$ cat src/rtl/bounded_down_counter.sv
// bounded_down_counter
//
// Loadable down-counter that runs from a loaded start value toward the lower
// bound LOW of the window [LOW, HIGH], then stops on its own. A start/busy/done
// handshake lets a controller launch a countdown and detect completion without
// watching the count value.
//
// Parameters:
//   WIDTH - width of count and load_val
//   LOW   - lower bound of the legal window; the value the count ends on
//   HIGH  - upper bound of the legal window; the reset value of count
//   STEP  - decrement applied on each enabled cycle while running
//
// Ports:
//   clk      - rising-edge clock
//   rst_n    - asynchronous, active-low reset
//   start    - launch request, sampled only while idle
//   load_val - start value, captured when start is accepted
//   enable   - advances the count while running; low pauses it
//   abort    - cancels a run in progress, leaving count where it is
//   count    - current count (registered)
//   busy     - high while a countdown is running
//   done     - one-cycle pulse when a countdown reaches LOW (registered)
//   err      - sticky flag set by a start with load_val outside the window

module bounded_down_counter #(
    parameter int WIDTH = 8,
    parameter int LOW   = 5,
    parameter int HIGH  = 67,
    parameter int STEP  = 1
) (
    input  logic             clk,
    input  logic             rst_n,
    input  logic             start,
    input  logic [WIDTH-1:0] load_val,
    input  logic             enable,
    input  logic             abort,
    output logic [WIDTH-1:0] count,
    output logic             busy,
    output logic             done,
    output logic             err
);

    typedef enum logic {
        IDLE,
        RUN
    } state_t;

    localparam logic [WIDTH-1:0] LOW_W  = WIDTH'(LOW);
    localparam logic [WIDTH-1:0] HIGH_W = WIDTH'(HIGH);
    localparam logic [WIDTH-1:0] STEP_W = WIDTH'(STEP);

    // Comparisons are carried out one bit wider than the count so that
    // LOW+STEP can never wrap and make a small count look large.
    localparam logic [WIDTH:0] LOW_X       = (WIDTH+1)'(LOW);
    localparam logic [WIDTH:0] HIGH_X      = (WIDTH+1)'(HIGH);
    localparam logic [WIDTH:0] THRESHOLD_X = (WIDTH+1)'(LOW + STEP);

    state_t state;

    logic [WIDTH:0] count_x;
    logic [WIDTH:0] load_x;
    logic           load_ok;
    logic           can_step;

    assign count_x  = {1'b0, count};
    assign load_x   = {1'b0, load_val};
    assign load_ok  = (load_x >= LOW_X) && (load_x <= HIGH_X);
    // A full STEP still lands at or above LOW; otherwise this is the last edge.
    assign can_step = (count_x >= THRESHOLD_X);

    always_ff @(posedge clk or negedge rst_n) begin
        if (!rst_n) begin
            state <= IDLE;
            count <= HIGH_W;
            busy  <= 1'b0;
            done  <= 1'b0;
            err   <= 1'b0;
        end else begin
            // done is a pulse: it drops again on every edge unless the
            // terminal branch below re-asserts it.
            done <= 1'b0;
            case (state)
                IDLE: begin
                    if (start) begin
                        if (load_ok) begin
                            count <= load_val;
                            err   <= 1'b0;
                            busy  <= 1'b1;
                            state <= RUN;
                        end else begin
                            err <= 1'b1;
                        end
                    end
                end
                RUN: begin
                    // abort takes priority over both a normal step and the
                    // terminal step, and never produces a done pulse.
                    if (abort) begin
                        busy  <= 1'b0;
                        state <= IDLE;
                    end else if (enable) begin
                        if (can_step) begin
                            count <= count - STEP_W;
                        end else begin
                            count <= LOW_W;
                            busy  <= 1'b0;
                            done  <= 1'b1;
                            state <= IDLE;
                        end
                    end
                end
            endcase
        end
    end

endmodule

$ cat config.mk
export PLATFORM = sky130hd
export DESIGN_NAME = bounded_down_counter
export DESIGN_NICKNAME = d
export VERILOG_FILES = /design/src/rtl/bounded_down_counter.sv
export SDC_FILE = /design/constraint.sdc
export NUM_CORES = 1
export LEC_CHECK = 0
export ABC_AREA = 1
export CAP_MARGIN = 0
export CORE_UTILIZATION = 40
export CTS_CLUSTER_SIZE = 16
export DETAILED_ROUTE_END_ITERATION = 6
export PLACE_DENSITY = 0.72
export SETUP_SLACK_MARGIN = 0.5
export SLEW_MARGIN = 20
export SYNTH_ARGS = -nofsm -noshare
export SYNTH_HDL_FRONTEND = slang
export SYNTH_SLANG_ARGS = --single-unit
$ cat constraint.sdc
create_clock -name clk -period 1.83 [get_ports clk]
set_input_delay 0.183 -clock clk [delete_from_list [all_inputs] [get_ports clk]]
set_output_delay 0.183 -clock clk [all_outputs]
set_load 0.05 [all_outputs]
* Word level (Yosys, flattened, before mapping) *
Cells that the tools add are included.
Widths: inputs -> output; s select.

word-level totals
  bits in registers = 12
  bits of input ports = 13
  logic and storage cells = 43

operators by class
  add/subtract/negate cells = 1
  order comparisons = 3
  equal/unequal tests = 6
  mux-type cells = 23
  bitwise gates (word level) = 1
  reductions and logical operators = 4

operator list
  kind                 number
  $mux 8               5
  $ge 8x3->1 const B   2
  $pmux 8 s2           1
  $mux 1               15
  $le 8x7->1 const B   1
  $ne 2x2->1 const B   4
  $reduce_and 4->1     2
  $sub 8x1->8 const B  1
  $ne 3x3->1 const B   2
  $pmux 1 s2           2
  $reduce_and 2->1     1
  $logic_and 1x1->1    1
  $not 1->1            1

* Depth between registers and ports, before layout *
  depth after elaboration = 5
  depth in mapped cells = 10

* Least setup slack after synthesis *
OpenSTA, ideal clock, no wires.

  path type = register to register
  from = register count[0]
  to = register count[3]
  setup time = 0.118 ns
  arrival = 1.635 ns
  slack = 0.077 ns
  stages on the path, launching flop included = 11
  period minus slack after synthesis = 1.753 ns
  cells stage by stage = dfstp_2 > inv_1 > ha_1 > nor2_1 > nor2_1 > nor2_1 > nor2_4 > nand2_1 > o21ai_0 > nand2_1 > nand2_1

on the way
  word-level cells in the longest chain between the ends = 5

RTL lines
  what                                              line     text
  from (decl)                                       38       output logic [WIDTH-1:0] count,
  from (signal assigned)                            87       count <= load_val;
  from (signal assigned)                            104      count <= count - STEP_W;
  $sub 8x1->8 / $ge 8x3->1 (equally long branches)  104, 70
  $mux 8 (*)                                        103      if (can_step) begin
  $mux 8 (*)                                        102      end else if (enable) begin
  $mux 8 (*)                                        99       if (abort) begin
  $pmux 8 s2 (*)                                    83       case (state)

Mark *: on every way between the ends. The rest lies on a longest branch, timed or not. The select of a mux whose other input is x is not followed.
A chain may end at the register's enable or synchronous reset.

* Final worst setup path *
  from = register count[0]
  to = register busy

on the way
  word-level cells in the longest chain between the ends = 3

RTL lines
  what                        line  text
  $ge 8x3->1                  70    assign can_step = (count_x >= THRESHOLD_X);
  $ne 3x3->1 (no line)        n/a
  $reduce_and 4->1 (no line)  n/a
  to (signal assigned)        76    busy <= 1'b0;
  to (signal assigned)        89    busy <= 1'b1;
  to (signal assigned)        100   busy <= 1'b0;
  to (decl)                   39    output logic busy,

Every way passes these cells.

==> metrics <==
post-synthesis register bit count 12; Static Leak 0.0006250 uW; final cycle utilization of the critical path 84.35%; Startpoint Class flop; Antenna Violating Nets Remaining 0; Nets 178; CP peak stage delay 550 ps; worst r2r src count[0]$_DFFE_PN1P_; synth cell count leaders 57 x nand2_1, 16 x inv_1, 12 x nor2_1; Worst-Skew Late Latency 270 ps; CTS Buf Count 3; Post-synth ARST share 100.0%; Tmin final 1544 ps; Die Ht 48.43 um; syn nets 144; P&R area growth vs syn 46.44%; RSZ-0062 raised after global routing true; first-pass GRT wire length 3884 um; outcome completed; Post-synth EDFFs 0; clk sinks 12; Most common cell on crit path nand2_1; Worst path slowest cell dfstp_2; Worst EP required 1990 ps; Final setup viols 0; initial drt markers 18; Slew headroom 60.88%; Mean Syn Cell Area 6.683 um2; count of final hold-check violations 0; sequential fraction of the synthesis area 35.27%; worst min path class in -> async; Critical path destination busy$_DFFE_PN0P_; vias per inst 4.931; Ys Warns 0; via count 932; r2r setup slk 290 ps; Peak VDD IR 914.3 uV; most numerous cell in the Yosys netlist nand2_1; Largest delay share family, worst path flip-flops; Fillers 186; Avg WL per Cell 12.22 um; clock buffer depth 2; Post-Syn Area 862.1 um2; die footprint 0.002345 mm2; Clock Tree Root clkbuf_4; Fin Clk Skew 14.25 ps; Yosys top cell area share 26.12%; placed insts 178; worst-margin pin slew 585.0 ps; Die Wd 48.43 um; Main synth FF type dfrtp_1; cell count along the critical path 10; CP Capture Type flop; final wirelength 2309 um; area leader, netlist dfrtp_1; Worst EP arrival 1700 ps; maximum fanout along the worst path 3; worst path bufs/invs 2; I/O Buffers 23; Power Dens Cells 1805 mW/mm2; TNS Setup 0 ps; Layout Cells excl Fill 189; cells after synthesis 129; CTS tree built; ANT cells 0; vias in the first global route 891; clock-pin slew on the worst setup and hold paths 90 ps; number of remaining DRC errors 0; initial antenna violation count 0; maxcap violations 0; crit-path cells inv_2 -> ha_4 -> nor2_4 -> nor2_4 -> inv_1 -> nand3_2 -> a21oi_2 -> nand2_1 -> nand2_1 -> nand2_1; Pre-Repair DR Iteration Count 4; gr ovfl total 0; largest net degree at the start of global routing 13; GP Congestion 0.8554; fraction of layout cells with a size suffix above 1 27.78%; Final Max Slew Viols 0; fmax 647.8 MHz; row count 16; depth of the CTS H-tree 1; I/O Pins 24; Core Box Area 0.002002 mm2; GRT Overall Usage 21.32%; FF-to-FF path depth 10; synth top area cells dfrtp_1 26%, nand2_1 25%, dfstp_2 9.1%, inv_1 7.0%, nor2_1 5.2%; Initial Util 43.06%; Worst Path Class, Setup reg -> reg; unique cell type count in the Yosys netlist 19; critical path launch point count[0]$_DFFE_PN1P_; reg2reg end busy$_DFFE_PN0P_; dpl hpwl 1592 um
-- how the worst min path moves through the flow --
stage	from	to
3_5_place_dp	busy$_DFFE_PN0P_	busy$_DFFE_PN0P_
2_1_floorplan	rst_n	busy$_DFFE_PN0P_
6_report	rst_n	count[3]$_DFFE_PN0P_
3_3_place_gp	busy$_DFFE_PN0P_	busy$_DFFE_PN0P_
5_1_grt	rst_n	count[3]$_DFFE_PN0P_
4_1_cts	rst_n	count[3]$_DFFE_PN0P_
-- cell usage in the layout (no fill, tap or decap), types with 2 or more instances in the layout --
cell type / synthesis / routed
nand2_1: 57 / 57
inv_1: 16 / 15
clkdlybuf4s50_1: 0 / 12
dfrtp_1: 9 / 8
nor2_1: 12 / 7
nor2_4: 3 / 6
buf_4: 0 / 6
nand3_2: 1 / 5
o21ai_1: 1 / 5
nand3_1: 8 / 4
o21ai_0: 7 / 3
xor2_1: 3 / 3
clkbuf_4: 0 / 3
clkbuf_2: 0 / 3
clkdlybuf4s15_2: 0 / 3
buf_6: 1 / 3
nor2_2: 0 / 2
dfstp_2: 3 / 2
-- registers in the layout, summed over array words and instances (netlist names) --
name,cells
done,1
err,1
busy,1
state,1
count,8
-- per-stage QoR --
| step | total power, uW | util, % | setup WS (ps) | cell area (um2) | hold slack [ps] |
|---|---|---|---|---|---|
| final | 2279 | 63.06 | 286.3 | 1262 | 272.7 |
| after detailed placement | 1877 | 56.19 | 164.4 | 1125 | 473.4 |
| after floorplan | 1526 | - | 185.9 | 879.6 | -112.6 |
| after global routing | 2453 | 63.06 | 203.9 | 1262 | 303.1 |
| after global placement | 1853 | 56.19 | 200.0 | 1125 | 471.6 |
| after CTS | 2212 | 62.44 | 280.5 | 1250 | 284.5 |
-- what timing repair did --
action,in CTS,in global routing
setup buffers,6,1
hold buffers,0,0
setup endpoints to repair,19,18
pin swaps,10,9
gates resized for setup,32,14
-- where the power goes --
| group | switching (uW) | internal [uW] |
|---|---|---|
| clock | 90.5 | 84.3 |
| combinational | 1000 | 551 |
| sequential | 145 | 407 |
| total | 1240 | 1040 |
-- final cells by class --
cell class / instances / area, um2 / share of cell area [%]
clock buffer: 4 / 26.28 / 2.081
inverter: 17 / 66.31 / 5.253
multi-input combinational: 99 / 549.3 / 43.51
sequential: 12 / 309.0 / 24.48
tap: 27 / 33.78 / 2.676
timing repair buffer: 30 / 277.8 / 22.00
-- logic make-up (layout without fill, tap and decap cells) --
group | count (synthesis) | in the layout | share of synthesized area (%)
and+or+nand+nor | 83 | 83 | 41.37
buffers and inverters | 18 | 51 | 8.708
DFF | 12 | 12 | 35.27
AOI/OAI and AO/OA | 10 | 10 | 7.401
xor gates and xnor gates | 3 | 3 | 3.048
adders and majority gates | 2 | 2 | 2.902
muxes | 1 | 1 | 1.306
-- layer usage --
| layer | GRT usage (%) | up-vias | part of all wire [%] |
|---|---|---|---|
| li1 | - | 463 | - |
| met1 | 25.89 | 437 | 42 |
| met2 | 38.73 | 28 | 52 |
| met3 | 4.403 | 4 | 5.0 |
| met4 | 4.412 | 0 | 1.0 |
| met5 | 0 | - | 0 |
(Power assumes the default switching activity.)
